**src/rtl/uart_rx_if.sv**
```systemverilog
// Receive-side bus between uart_rx and its consumer (UART bus interface or RX FIFO).
// The receiver drives through 'master'; the consumer reads through 'slave'.
interface uart_rx_if;
  logic [7:0] RxD_data;
  logic       data_ready;
  logic       frame_error;
  logic       busy;

  modport master (
    output RxD_data,
    output data_ready,
    output frame_error,
    output busy
  );

  modport slave (
    input RxD_data,
    input data_ready,
    input frame_error,
    input busy
  );
endinterface

```
**src/rtl/uart_rx.sv**
```systemverilog
// 8N1 UART receiver sampling RxD with a 16x oversampling tick.
// Delivers framed bytes and framing errors as one-cycle strobes.
module uart_rx #(
  parameter int OVERSAMPLE  = 16,
  parameter int SYNC_STAGES = 2
) (
  input  logic     clock,
  input  logic     reset,
  input  logic     uart_tick_16x,
  input  logic     RxD,
  uart_rx_if.master rx_bus
);

  localparam int CW = $clog2(OVERSAMPLE);
  localparam logic [CW-1:0] MID_CNT  = CW'(OVERSAMPLE / 2 - 1);
  localparam logic [CW-1:0] LAST_CNT = CW'(OVERSAMPLE - 1);
  localparam logic [CW-1:0] ONE_CNT  = CW'(1);

  typedef enum logic [2:0] {
    ST_IDLE  = 3'd0,
    ST_START = 3'd1,
    ST_DATA  = 3'd2,
    ST_STOP  = 3'd3,
    ST_BREAK = 3'd4
  } state_t;

  logic [SYNC_STAGES-1:0] sync_r;
  logic                   rx_s;
  state_t                 state_r, state_s;
  logic [CW-1:0]          cnt_r, cnt_s;
  logic [2:0]             bit_idx_r, bit_idx_s;
  logic [7:0]             shift_r, shift_s;
  logic [7:0]             data_r, data_s;
  logic                   ready_r, ready_s;
  logic                   ferr_r, ferr_s;
  logic                   busy_r;

  // Metastability synchronizer; resets to the idle-high line level
  always_ff @(posedge clock) begin
    if (reset) begin
      sync_r <= '1;
    end else begin
      sync_r <= {sync_r[SYNC_STAGES-2:0], RxD};
    end
  end

  assign rx_s = sync_r[SYNC_STAGES-1];

  // Receiver state and output registers
  always_ff @(posedge clock) begin
    if (reset) begin
      state_r   <= ST_IDLE;
      cnt_r     <= '0;
      bit_idx_r <= 3'd0;
      shift_r   <= 8'h00;
      data_r    <= 8'h00;
      ready_r   <= 1'b0;
      ferr_r    <= 1'b0;
      busy_r    <= 1'b0;
    end else begin
      state_r   <= state_s;
      cnt_r     <= cnt_s;
      bit_idx_r <= bit_idx_s;
      shift_r   <= shift_s;
      data_r    <= data_s;
      ready_r   <= ready_s;
      ferr_r    <= ferr_s;
      busy_r    <= (state_s != ST_IDLE);
    end
  end

  // Next-state and strobe decode; everything advances only on a tick
  always_comb begin
    state_s   = state_r;
    cnt_s     = cnt_r;
    bit_idx_s = bit_idx_r;
    shift_s   = shift_r;
    data_s    = data_r;
    ready_s   = 1'b0;
    ferr_s    = 1'b0;
    case (state_r)
      ST_IDLE: begin
        if (uart_tick_16x && !rx_s) begin
          state_s = ST_START;
          cnt_s   = '0;
        end else begin
          state_s = ST_IDLE;
        end
      end
      ST_START: begin
        if (uart_tick_16x && (cnt_r == MID_CNT)) begin
          cnt_s = '0;
          if (!rx_s) begin
            state_s   = ST_DATA;
            bit_idx_s = 3'd0;
          end else begin
            state_s = ST_IDLE;
          end
        end else if (uart_tick_16x) begin
          cnt_s = cnt_r + ONE_CNT;
        end else begin
          cnt_s = cnt_r;
        end
      end
      ST_DATA: begin
        if (uart_tick_16x && (cnt_r == LAST_CNT)) begin
          shift_s   = {rx_s, shift_r[7:1]};
          cnt_s     = '0;
          bit_idx_s = bit_idx_r + 3'd1;
          if (bit_idx_r == 3'd7) begin
            state_s = ST_STOP;
          end else begin
            state_s = ST_DATA;
          end
        end else if (uart_tick_16x) begin
          cnt_s = cnt_r + ONE_CNT;
        end else begin
          cnt_s = cnt_r;
        end
      end
      ST_STOP: begin
        // Leaving at mid stop bit lets a zero-gap start edge be caught
        if (uart_tick_16x && (cnt_r == LAST_CNT)) begin
          cnt_s = '0;
          if (rx_s) begin
            data_s  = shift_r;
            ready_s = 1'b1;
            state_s = ST_IDLE;
          end else begin
            ferr_s  = 1'b1;
            state_s = ST_BREAK;
          end
        end else if (uart_tick_16x) begin
          cnt_s = cnt_r + ONE_CNT;
        end else begin
          cnt_s = cnt_r;
        end
      end
      ST_BREAK: begin
        if (uart_tick_16x && rx_s) begin
          state_s = ST_IDLE;
        end else begin
          state_s = ST_BREAK;
        end
      end
      default: begin
        state_s = ST_IDLE;
        cnt_s   = '0;
      end
    endcase
  end

  assign rx_bus.RxD_data    = data_r;
  assign rx_bus.data_ready  = ready_r;
  assign rx_bus.frame_error = ferr_r;
  assign rx_bus.busy        = busy_r;

endmodule

```
**src/flat_wrapper.sv**
```systemverilog
// flat-port wrapper written by rule: the top's interface ports become plain ports
module uart_rx_flat 
#(
  parameter int OVERSAMPLE  = 16,
  parameter int SYNC_STAGES = 2
)
  (clock, reset, uart_tick_16x, RxD, rx_bus_RxD_data, rx_bus_data_ready, rx_bus_frame_error, rx_bus_busy);
  uart_rx_if rx_bus_i ();
  input  logic clock;
  input  logic reset;
  input  logic uart_tick_16x;
  input  logic RxD;
  output wire logic [$bits(rx_bus_i.RxD_data)-1:0] rx_bus_RxD_data;
  output wire logic [$bits(rx_bus_i.data_ready)-1:0] rx_bus_data_ready;
  output wire logic [$bits(rx_bus_i.frame_error)-1:0] rx_bus_frame_error;
  output wire logic [$bits(rx_bus_i.busy)-1:0] rx_bus_busy;
  assign rx_bus_RxD_data = rx_bus_i.RxD_data;
  assign rx_bus_data_ready = rx_bus_i.data_ready;
  assign rx_bus_frame_error = rx_bus_i.frame_error;
  assign rx_bus_busy = rx_bus_i.busy;
  uart_rx #(.OVERSAMPLE(OVERSAMPLE), .SYNC_STAGES(SYNC_STAGES)) u_core (.clock(clock), .reset(reset), .uart_tick_16x(uart_tick_16x), .RxD(RxD), .rx_bus(rx_bus_i));
endmodule
```
**config.mk**
```make
export PLATFORM = sky130hd
export DESIGN_NAME = uart_rx_flat
export DESIGN_NICKNAME = d
export VERILOG_FILES = /design/src/rtl/uart_rx_if.sv /design/src/rtl/uart_rx.sv /design/src/flat_wrapper.sv
export SDC_FILE = /design/constraint.sdc
export NUM_CORES = 1
export LEC_CHECK = 0
export BUFFER_PORTS_ARGS = -buffer_cell sky130_fd_sc_hd__buf_2
export CORE_ASPECT_RATIO = 1.4
export CORE_MARGIN = 5
export CORE_UTILIZATION = 60
export CTS_CLUSTER_DIAMETER = 80
export CTS_CLUSTER_SIZE = 16
export DETAILED_ROUTE_END_ITERATION = 8
export PLACE_DENSITY = 0.81
export SYNTH_ARGS = -nofsm -noshare
export SYNTH_HDL_FRONTEND = slang
export SYNTH_SLANG_ARGS = --single-unit
```
**constraint.sdc**
```tcl
create_clock -name clock -period 3.38 [get_ports clock]
set_input_delay 1.014 -clock clock [delete_from_list [all_inputs] [get_ports clock]]
set_output_delay 1.014 -clock clock [all_outputs]
set_load 0.03 [all_outputs]
```
# [Word-level counts from Yosys, hierarchy flattened]
# Index checks and enable logic that the tools add are counted.
[classes] n_bitwise=3 div=0 n_eq_ne=11 n_mul=0 mux=20 reduce_logical=14 n_lt_le_gt_ge=0 addsub=2 shift=0
[ops] cell="2-to-1 mux 3 bit" count=8
[ops] cell="2-to-1 mux 4 bit" count=4
[ops] cell="case mux 4 bit (4 select lines)" count=1
[ops] cell="case mux 3 bit (5 select lines)" count=1
[ops] cell="== test 3 x 2 -> 1 bit, second input constant" count=2
[ops] cell="== test 3 bit, second input constant" count=2
[ops] cell="!= test 2 x 1 -> 1 bit, second input constant" count=3
[ops] cell="case mux 3 bit (2 select lines)" count=1
[ops] cell="adder 4 x 1 -> 4 bit, second input constant" count=1
[ops] cell="== test 4 x 3 -> 1 bit, second input constant" count=1
[ops] cell="== test 4 bit, second input constant" count=1
[ops] cell="logical AND 1 bit" count=4
[ops] cell="2-to-1 mux 1 bit" count=4
[ops] cell="AND reduction 2 bit" count=2
[ops] cell="AND reduction 4 bit" count=1
[ops] cell="adder 3 x 1 -> 3 bit, second input constant" count=1
[ops] cell="== test 3 x 1 -> 1 bit, second input constant" count=1
[ops] cell="zero test 3 bit" count=1
[ops] cell="NOT 1 bit" count=3
[ops] cell="AND reduction 3 bit" count=1
[ops] cell="nonzero test 3 bit" count=1
[ops] cell="OR reduction 3 bit" count=1
[ops] cell="2-to-1 mux 2 bit" count=1
[ops] cell="!= test 2 bit, second input constant" count=1
[ops] cell="3 further kinds" count=3
[word_totals] ram_bits=0 memories=0 out_inout_bits=11 in_bits=4 rom_bits=0 reg_bits=31 latchBits=0

# [Logic depth before layout (Yosys ltp)]
# Gate-level depths: netlist (run 1).
[depth] word_depth=5 depth_mapped=6 depth_no_buf=5

# [Worst setup path before layout (run 1)]
# No wires, ideal clock.
[synth_timing] kind="input-to-reg" start="in uart_tick_16x" end="reg u_core.data_r[0] (netlist: u_core.rx_bus.RxD_data[0])" setup_slack_ns=1.262 cell_stages=6 setup_time_ns=0.128 n_path_buf=2 arrival_time_ns=1.990 cell_sequence="buf_2 -> nand4_2 -> nor4b_2 -> buf_4 -> mux2i_1 -> nor2_1"
[synth_via] elab_chain_cells=2
[synth_lines] element="start, declared" line_no="flat_wrapper.sv:11" source="input logic uart_tick_16x;"
[synth_lines] element="logical AND 1 bit" line_no="uart_rx.sv:123" source="if (uart_tick_16x && (cnt_r == LAST_CNT)) begin"
[synth_lines] element="AND reduction 3 bit (no line)"
[synth_lines] element="end signal, assigned" line_no="uart_rx.sv:65" source="data_r <= data_s;"
[synth_lines] element="end, declared" line_no="uart_rx.sv:33" source="logic [7:0] data_r, data_s;"
# No other way between the ends.
# A chain may end at the register's enable or synchronous reset.

# [Worst setup path after layout (run 1)]
[layout_timing] start="in uart_tick_16x" end="reg u_core.shift_r[0]"
[layout_via] elab_chain_cells=2
[layout_lines] element="logical AND 1 bit" line_no="uart_rx.sv:106" source="if (uart_tick_16x && (cnt_r == LAST_CNT)) begin"
[layout_lines] element="AND reduction 2 bit (no line)"
[layout_lines] element="end signal, assigned" line_no="uart_rx.sv:64" source="shift_r <= shift_s;"
[layout_lines] element="end, declared" line_no="uart_rx.sv:32" source="logic [7:0] shift_r, shift_s;"
# No other way between the ends.

==> reports/metrics.yaml, run 1 <==
cts:
  clockBufferDepth: 2
  root_buffer: "clkbuf_4"
  clk_pin_slew_worst_paths_ps: 80
  clk-insertion-delay-late_ps: 330
  cts_hold_buf: 0
  h-tree-depth: 2
  numClockSinks: 31
  cts_tree: "done"
  ctsResizeCount: 0
  cts_buffers: 5
  post_cts_buffers: 0
timing:
  setup_violations: 0
  period_minus_slack_ps: 2040
  hold_viol_final: 0
  post-route-period-util_pct: 60.5
  slew_violations: 0
  tns_ps: 0
  rsz0062_at_grt: "false"
  clock.fmax_mhz: 489
  maxSlewHeadroom_pct: 70.7
  clock_skew_ps: 16.4
  tightest_slew_ps: 440
critical_path:
  critPathCaptureType: "flop"
  cp_max_fo: 10
  cp-start-kind: "input port"
  arrival_ps: 2240
  path_class: "input port to flop"
  worstSetupStartpoint: "uart_tick_16x"
  r2r_start: "u_core.cnt_r[0]$_SDFFE_PP0P_"
  cp.required_ps: 3580
synth:
  ys_top_cells_by_count: "dfxtp_1 (31), nor2_1 (28), mux2i_1 (17)"
  syn_inst: 136
  syn_area_per_cell_sq_um: 9.73
  netlist_area_sq_mm: 0.00132
  ys_top_cells_by_area: "dfxtp_1 (47%), mux2i_1 (13%), nor2_1 (7.9%)"
  yosys_most_used_dff: "dfxtp_1"
  synth_edf_count: 0
  synth_top_area_share_pct: 46.9
  yosys_warnings: 0
  synth_most_common_cell: "dfxtp_1"
  ys_types: 34
  ys_seq_area_share_pct: 46.9
  yosys.area.top_type: "dfxtp_1"
  ys_ff_latch: 31
  syn_nets: 143
  synthArstFlopShare_pct: 0
layout:
  postLayoutCoreUtil_pct: 67.3
  antennaDiodeCount: 0
  syn2layout_area_growth_pct: 9.45
  final_layout_size_suffix_gt1_share_pct: 19.3
  final_nets: 156
drt:
  viasPerCell: 5.87
  drt_wl_total_um: 2440
  drcViolationCount: 0
  dr.pass1.iters: 4
  drt_iter0_markers: 19
  wire_per_inst_um: 14.2
  ant_nets: 0
  num_vias: 1010
global_routing:
  grtUsageMet1_pct: 19.9
  first_global_vias: 1014
  overflow: 0
  grt_first_pass_wirelength_um: 4480
  gr-usage-met2_pct: 28.0
  grt.busiest_layer: "met2"
  grt_max_degree: 27
  grt_antenna_before_repair: 0
  use_met3_pct: 6.12
  grtUsageTotal_pct: 17.8
power_and_ir_drop:
  p_sw_mw: 0.137
  max-vdd-ir-drop_v: 0.000331
  clkPwrFrac_pct: 38.2
  p_seq_share_pct: 58.4
  p_leak_nw: 0.579
  swShare_pct: 21.6
  p_per_area_mw_per_mm2: 438
  intPower_mw: 0.498
  p_comb_share_pct: 3.4
floorplan:
  start_util_pct: 61.5
  die_x_um: 49.7
  rows: 20
  fp.dieH_um: 65.6
  coreArea_sq_mm: 0.00215
  dieArea_sq_mm: 0.00326
  ios: 15
placement:
  place_hpwl_um: 1690
  port_buffers: 14
  place_congestion: 0.895
run_status:
  status: "complete, no violations"
min_path:
  hold_path.startpoint: "u_core.sync_r[0]$_SDFF_PP1_"
  min_path_type: "flop to flop"
flow_run:
  drv_cap: 0
## path summary, 6_finish.rpt
| check | endpoint | slack, ps | depth (start not counted) |
|---|---|---|---|
| worst max-delay path | u_core.shift_r[0]$_SDFFE_PP0P_ | 1340 | 5 |
| worst min register to register | u_core.sync_r[1]$_SDFF_PP1_ | 420 | 1 |
| worst max register to register | u_core.shift_r[0]$_SDFFE_PP0P_ | 1530 | 5 |
| worst min-delay path | u_core.sync_r[1]$_SDFF_PP1_ | 420 | 1 |
## cell families (layout without fill, tap and decap cells)
logic type                 after synthesis  count (layout)  share of synthesized area, %
xor gates and xnor gates                 3               3                          1.99
adders and majority gates                3               3                          2.84
buffers and inverters                   10              24                          3.97
and+or+nand+nor                         48              48                          19.8
muxes                                   17              17                          12.9
AOI/OAI and AO/OA                       24              24                          11.7
DFF                                     31              31                          46.9
## power groups by stage
stage	Sequential [mW]	Clock, mW	Combinational, mW
3_5_place_dp	0.379	0	0.0211
6_report	0.370	0.243	0.0216
3_3_place_gp	0.379	0	0.0205
5_1_grt	0.371	0.268	0.0245
4_1_cts	0.370	0.249	0.0214
2_1_floorplan	0.379	0	0.0165
## sequential cells by signal, indices dropped and copies added, names as in the netlist, 2 cells and up
register	count
u_core.rx_bus.RxD_data	8
u_core.shift_r	8
u_core.cnt_r	4
u_core.bit_idx_r	3
u_core.state_r	3
u_core.sync_r	2
## metal layers
metal / vias up / routed length (um)
met5: - / 0
met4: 0 / 97
met3: 14 / 125
met2: 34 / 1220
met1: 459 / 1000
li1: 503 / -
## per-stage QoR
stage / hold slack (ps) / setup WS [ps] / total power [mW] / cell area [sq um] / instances
floorplan: 389 / 1260 / 0.395 / 1320 / 136
finish: 416 / 1340 / 0.634 / 1450 / 172
CTS: 421 / 1360 / 0.641 / 1450 / 172
detailed placement: 400 / 1010 / 0.400 / 1380 / 164
global route: 435 / 1260 / 0.664 / 1450 / 172
global placement: 393 / 1070 / 0.399 / 1380 / 164
## worst max-delay path, stage by stage
cell and delay, ps:
buf_2 180, nand4_2 210, and2b_1 530, mux2i_1 250, nor2_1 60
## cell type report
class,count,area [sq um]
multi-input combinational,95,651
sequential,31,621
fill,178,703
clock buffer,8,68.8
timing repair buffer,15,77.6
tap,22,27.5
inverter,1,3.75
## layout by cell type, fill, tap and decap left out, types with 3 or more instances in the layout
| cell | instances |
|---|---|
| o211ai_1 | 3 |
| nor2_1 | 28 |
| clkbuf_4 | 5 |
| mux2i_1 | 17 |
| buf_2 | 14 |
| a31oi_1 | 3 |
| a21oi_1 | 4 |
| xor2_1 | 3 |
| dfxtp_1 | 31 |
| o21ai_0 | 6 |
| ha_1 | 3 |
(Power assumes the default switching activity.)
==> run 2, diff against run 1 <==
--- a/config.mk
+++ b/config.mk
@@ -8,11 +8,11 @@
 export BUFFER_PORTS_ARGS = -buffer_cell sky130_fd_sc_hd__buf_2
 export CORE_ASPECT_RATIO = 1.4
 export CORE_MARGIN = 5
-export CORE_UTILIZATION = 60
+export CORE_UTILIZATION = 50
 export CTS_CLUSTER_DIAMETER = 80
 export CTS_CLUSTER_SIZE = 16
 export DETAILED_ROUTE_END_ITERATION = 8
-export PLACE_DENSITY = 0.81
+export PLACE_DENSITY = 0.72
 export SYNTH_ARGS = -nofsm -noshare
 export SYNTH_HDL_FRONTEND = slang
 export SYNTH_SLANG_ARGS = --single-unit
==> constraint.sdc (replaced) <==
create_clock -name clock -period 1.8 [get_ports clock]
set_input_delay 0.54 -clock clock [delete_from_list [all_inputs] [get_ports clock]]
set_output_delay 0.54 -clock clock [all_outputs]
set_load 0.03 [all_outputs]
==> run 2 against run 1 <==
Worst setup slack got worse by 1200 ps. Non-clock buffer count up 4. Sequential cell count is the same. Combinational power rose by 110%. Critical path depth rose by 1. Register-to-register slack got worse by 1400 ps. First-iteration DRC count is 84% higher.
==> reports/metrics.yaml, run 2 (synthesized netlist as in run 1, its figures left out) <==
timing:
  post-route-period-util_pct: 93.4
  rsz0062_at_grt: "false"
  clock_skew_ps: 5.47  # -10.9 ps
  hold_viol_final: 0  # unchanged
  clock.fmax_mhz: 595
  tns_ps: 0  # unchanged
  fin_hold_ws_ps: 389  # -27.3 ps
  setup_violations: 0  # unchanged
  tightest_slew_ps: 387  # -53.3 ps
  setup_slack_ps: 119  # -1220 ps
  slew_violations: 0  # unchanged
  period_minus_slack_ps: 1680
  maxSlewHeadroom_pct: 74.2  # +3.5 points
critical_path:
  r2r-end: "u_core.rx_bus.RxD_data[5]$_SDFFE_PP0P_"
  path_class: "flop to flop"
  worstPathBufferInverterCount: 1  # unchanged
  critPathCaptureType: "flop"
  endpoint: "u_core.rx_bus.RxD_data[5]$_SDFFE_PP0P_"
  cp-start-kind: "flop"
  r2r_start: "u_core.cnt_r[0]$_SDFFE_PP0P_"
  r2r_cells: 6  # +1
  cp.required_ps: 2020  # -1560 ps
  crit_cells: 6  # +1
  cp_max_fo: 9  # -1
  regToRegSetupSlack_ps: 120  # -1410 ps
  critPathMaxStageDelay_ps: 380  # -150 ps
  cp_top_family: "simple AND/OR/NAND/NOR gates"
  crit_chain: "ha_1, nand4_2, nor4b_2, buf_4, mux2i_1, nor2_1"
  slowest_stage: "dfxtp_1"
  arrival_ps: 1910  # -330 ps
  worstSetupStartpoint: "u_core.cnt_r[0]$_SDFFE_PP0P_"
global_routing:
  grtUsageTotal_pct: 15.3  # -2.4 points
  first_global_vias: 987  # -2.7%
  overflow: 0  # unchanged
  grt_antenna_before_repair: 0  # unchanged
  grt_first_pass_wirelength_um: 4230  # -5.6%
  grt_max_degree: 15  # -44%
layout:
  postLayoutCoreUtil_pct: 58.6  # -8.8 points
  final_nets: 160  # +2.6%
  antennaDiodeCount: 0  # unchanged
  final_layout_size_suffix_gt1_share_pct: 22.1  # +2.7 points
  final_cell_mix: "dfxtp_1 (31), nor2_1 (28), mux2i_1 (17)"
  syn2layout_area_growth_pct: 14.5
  fillCellCount: 240  # +35%
  final-seq-area_sq_um: 621  # unchanged
  final_common_cell: "dfxtp_1"
  multi_input_area_sq_um: 657  # +0.96%
floorplan:
  dieArea_sq_mm: 0.00379  # +16%
  ios: 15  # unchanged
  die_x_um: 53.5  # +7.6%
  fp.dieH_um: 70.9  # +8.1%
  coreArea_sq_mm: 0.00259  # +20%
  rows: 22  # +10%
  start_util_pct: 51.2  # -10 points
power_and_ir_drop:
  p_per_area_mw_per_mm2: 790  # +80%
  max-vdd-ir-drop_v: 0.000662  # +100%
  total_power_mw: 1.20  # +89%
  p_leak_nw: 0.601  # +3.9%
placement:
  place_ws_ps: 47.1  # -965 ps
  place_congestion: 0.858  # -4.2%
  port_buffers: 14  # unchanged
  place_hpwl_um: 1750  # +3.7%
flow_run:
  drv_cap: 0  # unchanged
drt:
  dr.pass1.iters: 4  # unchanged
  num_vias: 1011  # +0.099%
  viasPerCell: 5.32  # -9.4%
  wire_per_inst_um: 13.2  # -7.3%
  drt_wl_total_um: 2500  # +2.4%
  drcViolationCount: 0  # unchanged
  ant_nets: 0  # unchanged
  drt_iter0_markers: 35  # +16
cts:
  numClockSinks: 31  # unchanged
  cts_tree: "done"
  cts_buffers: 5  # unchanged
  clk-insertion-delay-late_ps: 330  # about the same
  root_buffer: "clkbuf_4"
  clockBufferDepth: 2  # unchanged
  clk_pin_slew_worst_paths_ps: 90  # about the same
  h-tree-depth: 2  # unchanged
run_status:
  status: "complete, no violations"
min_path:
  min_path_type: "input port to flop"
run 2: worst min path at each step:
stage | from | to | cells past startpoint
2_1_floorplan | u_core.sync_r[0]$_SDFF_PP1_ | u_core.sync_r[1]$_SDFF_PP1_ | 1
4_1_cts | RxD | u_core.sync_r[0]$_SDFF_PP1_ | 2
3_3_place_gp | u_core.sync_r[0]$_SDFF_PP1_ | u_core.sync_r[1]$_SDFF_PP1_ | 1
6_report | RxD | u_core.sync_r[0]$_SDFF_PP1_ | 2
5_1_grt | RxD | u_core.sync_r[0]$_SDFF_PP1_ | 2
3_5_place_dp | u_core.sync_r[0]$_SDFF_PP1_ | u_core.sync_r[1]$_SDFF_PP1_ | 1
run 2: layer usage:
layer | global-route usage, % | vias to the layer above | routed length, um
met5 | 0 | - | 0
met4 | 8.24 | 0 | 57
met3 | 6.74 | 5 | 135
met2 | 24.6 | 28 | 1290
met1 | 16.3 | 468 | 1020
li1 | - | 510 | -
run 2: stage by stage:
step | std cells | instance area, sq um
6_report | 190 | 1520
5_1_grt | 190 | 1520
4_1_cts | 190 | 1510
3_5_place_dp | 182 | 1440
3_3_place_gp | 182 | 1440
2_1_floorplan | 136 | 1320
run 2: worst register-to-register path: cells and delay by family, from the launching register on:
family / cells / cell delay, ps
AND/OR/NAND/NOR: 3 / 480
flip-flops: 1 / 380
adder cells (fa/ha/maj): 1 / 260
multiplexers: 1 / 220
buffers and inverters: 1 / 240
run 2: timing repair:
item / in CTS / in global routing
resized for setup: 0 / 1
hold endpoints to repair: 0 / 0
hold buffers: 0 / 0
setup buffers: 0 / 0
endpoints found under the setup margin: 0 / 3
run 2: cell type report:
| type | instances | area share [%] |
|---|---|---|
| repair buffers | 19 | 7.93 |
| flip-flops and latches | 31 | 41.0 |
| well taps | 36 | 2.97 |
| multi-input cells | 95 | 43.4 |
| clock buffers | 8 | 4.54 |
| inverters | 1 | 0.248 |
run 2: report_power, final:
group          total [mW]  switching [mW]  internal, mW
combinational      0.0444          0.0264        0.0180
clock               0.457           0.227         0.230
sequential          0.695         0.00513         0.690
==> run 3, diff against run 2 <==
--- a/config.mk
+++ b/config.mk
@@ -7,7 +7,6 @@
 export LEC_CHECK = 0
 export BUFFER_PORTS_ARGS = -buffer_cell sky130_fd_sc_hd__buf_2
 export CORE_ASPECT_RATIO = 1.4
-export CORE_MARGIN = 5
 export CORE_UTILIZATION = 50
 export CTS_CLUSTER_DIAMETER = 80
 export CTS_CLUSTER_SIZE = 16
==> run 3 against run 2 <==
Register-to-register slack improved by 40 ps. Maximum frequency increased by 2.6%. Worst hold slack improved by 15 ps. Core utilization increased by 2.9 points. Clock skew increased by 3.2 ps. Count of clock-buffer cells in the layout decreased by 2. Die area decreased by 25%. Global-route usage increased by 5.0 points. Critical path depth unchanged. Critical path type unchanged. Critical endpoint is now u_core.rx_bus.RxD_data[0]$_SDFFE_PP0P_.
==> reports/metrics.yaml, run 3 (synthesized netlist as in run 1, its figures left out) <==
run_status:
  status: "complete, no violations"
placement:
  place_congestion: 0.951  # +11%
  port_buffers: 14  # unchanged
  place_ws_ps: 31.6  # -15.5 ps
  post_dp_cell_area_sq_mm: 0.00144  # -0.17%
  place_hpwl_um: 1790  # +2.0%
timing:
  hold_viol_final: 0  # unchanged
  clock_skew_ps: 8.65  # +3.18 ps
  period_minus_slack_ps: 1640  # -42.3 ps
  setup_violations: 0  # unchanged
  clock.fmax_mhz: 610  # +2.6%
  tns_ps: 0  # unchanged
  rsz0062_at_grt: "false"
  maxSlewHeadroom_pct: 74.7  # +0.48 points
  tightest_slew_ps: 380  # -7.24 ps
  setup_slack_ps: 162  # +42.3 ps
  slew_violations: 0  # unchanged
  post-route-period-util_pct: 91.0  # -2.3 points
  fin_hold_ws_ps: 405  # +15.4 ps
cts:
  numClockSinks: 31  # unchanged
  cts_buffers: 5  # unchanged
  post_cts_buffers: 0  # unchanged
  cts_tree: "done"
  clockBufferDepth: 2  # unchanged
  clk-insertion-delay-late_ps: 320  # about the same
  root_buffer: "clkbuf_4"
  h-tree-depth: 2  # unchanged
  clk_pin_slew_worst_paths_ps: 90  # about the same
floorplan:
  coreArea_sq_mm: 0.00244  # -5.6%
  die_x_um: 45.5  # -15%
  fp.dieH_um: 62.9  # -11%
  ios: 15  # unchanged
  dieArea_sq_mm: 0.00286  # -25%
  rows: 21  # -4.5%
  start_util_pct: 54.2  # +3.0 points
critical_path:
  critPathMaxStageDelay_ps: 380  # about the same
  r2r_start: "u_core.cnt_r[0]$_SDFFE_PP0P_"
  regToRegSetupSlack_ps: 160  # +40 ps
  worstPathBufferInverterCount: 1  # unchanged
  crit_chain: "ha_2, nand4_2, nor4b_2, buf_4, mux2i_1, nor2_1"
  critPathCaptureType: "flop"
  slowest_stage: "dfxtp_1"
  worstSetupStartpoint: "u_core.cnt_r[0]$_SDFFE_PP0P_"
  cp.required_ps: 2010  # about the same
  path_class: "flop to flop"
  cp_max_fo: 9  # unchanged
  cp_top_family: "simple AND/OR/NAND/NOR gates"
  cp-start-kind: "flop"
  arrival_ps: 1850  # -60 ps
global_routing:
  grt_first_pass_wirelength_um: 4130  # -2.3%
  grt_max_degree: 24  # +9
  grt_antenna_before_repair: 0  # unchanged
  grtUsageTotal_pct: 20.3  # +5.0 points
  first_global_vias: 965  # -2.2%
  overflow: 0  # unchanged
layout:
  antennaDiodeCount: 0  # unchanged
  syn2layout_area_growth_pct: 13.5
  fin_area_sq_mm: 0.00150  # -0.83%
  final_cell_mix: "dfxtp_1 (31), nor2_1 (28), mux2i_1 (17)"
  final_common_cell: "dfxtp_1"
  final_nets: 160  # unchanged
  postLayoutCoreUtil_pct: 61.5  # +2.9 points
  fillCellCount: 211  # -12%
  final_layout_size_suffix_gt1_share_pct: 22.9  # +0.80 points
drt:
  ant_nets: 0  # unchanged
  drt_wl_total_um: 2450  # -2.1%
  viasPerCell: 5.41  # +1.6%
  wire_per_inst_um: 13.1  # -0.55%
  dr.pass1.iters: 4  # unchanged
  num_vias: 1011  # unchanged
  drcViolationCount: 0  # unchanged
  drt_iter0_markers: 14  # -60%
flow_run:
  drv_cap: 0  # unchanged
min_path:
  hold_path.startpoint: "RxD"
  min_path_type: "input port to flop"
power_and_ir_drop:
  max-vdd-ir-drop_v: 0.000543  # -18%
  p_per_area_mw_per_mm2: 757  # -4.1%
  p_leak_nw: 0.595  # -1.1%
-- run 3: cell types whose count changed in the layout (fill, tap and decap cells not counted) --
| cell | change |
|---|---|
| clkbuf_1 | -1 |
| ha_2 | +1 |
| clkinv_2 | +1 |
| ha_1 | -1 |
| clkbuf_8 | -1 |
-- run 3: final cells by class --
cell class / instances / area, sq um / share of cell area, %
well taps: 34 / 42.5 / 2.83
repair buffers: 19 / 120 / 7.99
clock inverters: 1 / 5.00 / 0.333
clock buffers: 6 / 51.3 / 3.41
inverters: 1 / 3.75 / 0.250
multi-input cells: 95 / 659 / 43.9
flip-flops and latches: 31 / 621 / 41.3
-- run 3: worst paths after layout --
check,end,depth (start not counted)
setup / recovery,u_core.rx_bus.RxD_data[0]$_SDFFE_PP0P_,6
hold / removal,u_core.sync_r[0]$_SDFF_PP1_,2
setup reg to reg,u_core.rx_bus.RxD_data[0]$_SDFFE_PP0P_,6
hold reg to reg,u_core.sync_r[1]$_SDFF_PP1_,1
-- run 3: report_power, final --
part | internal, mW | switching [mW] | total, mW
logic | 0.0167 | 0.0265 | 0.0432
clock network | 0.181 | 0.219 | 0.399
registers | 0.690 | 0.00498 | 0.695
-- run 3: timing repair --
| action | in CTS | in global routing |
|---|---|---|
| setup endpoints to repair | 0 | 11 |
| hold buffers | 0 | 0 |
| hold endpoints to repair | 0 | 0 |
| gates resized for setup | 0 | 2 |
-- run 3: through the flow --
| step | total power [mW] | cells |
|---|---|---|
| 2_1_floorplan | 0.743 | 136 |
| 3_3_place_gp | 0.751 | 180 |
| 3_5_place_dp | 0.753 | 180 |
| 4_1_cts | 1.15 | 187 |
| 5_1_grt | 1.19 | 187 |
| 6_report | 1.14 | 187 |
-- run 3: routing by layer --
layer  part of all wire, %  global-route usage (%)
met1                    43                    20.1
met2                    51                    33.6
met3                   3.4                    7.80
met4                   2.5                    12.1
met5                     0                       0
-- run 3: worst reg2reg max path: cells and delay by family (launching register included) --
kind / cells / cell delay, ps
simple gates: 3 / 450
mux: 1 / 210
buf+inv: 1 / 240
flops: 1 / 380
fa+ha+maj: 1 / 250
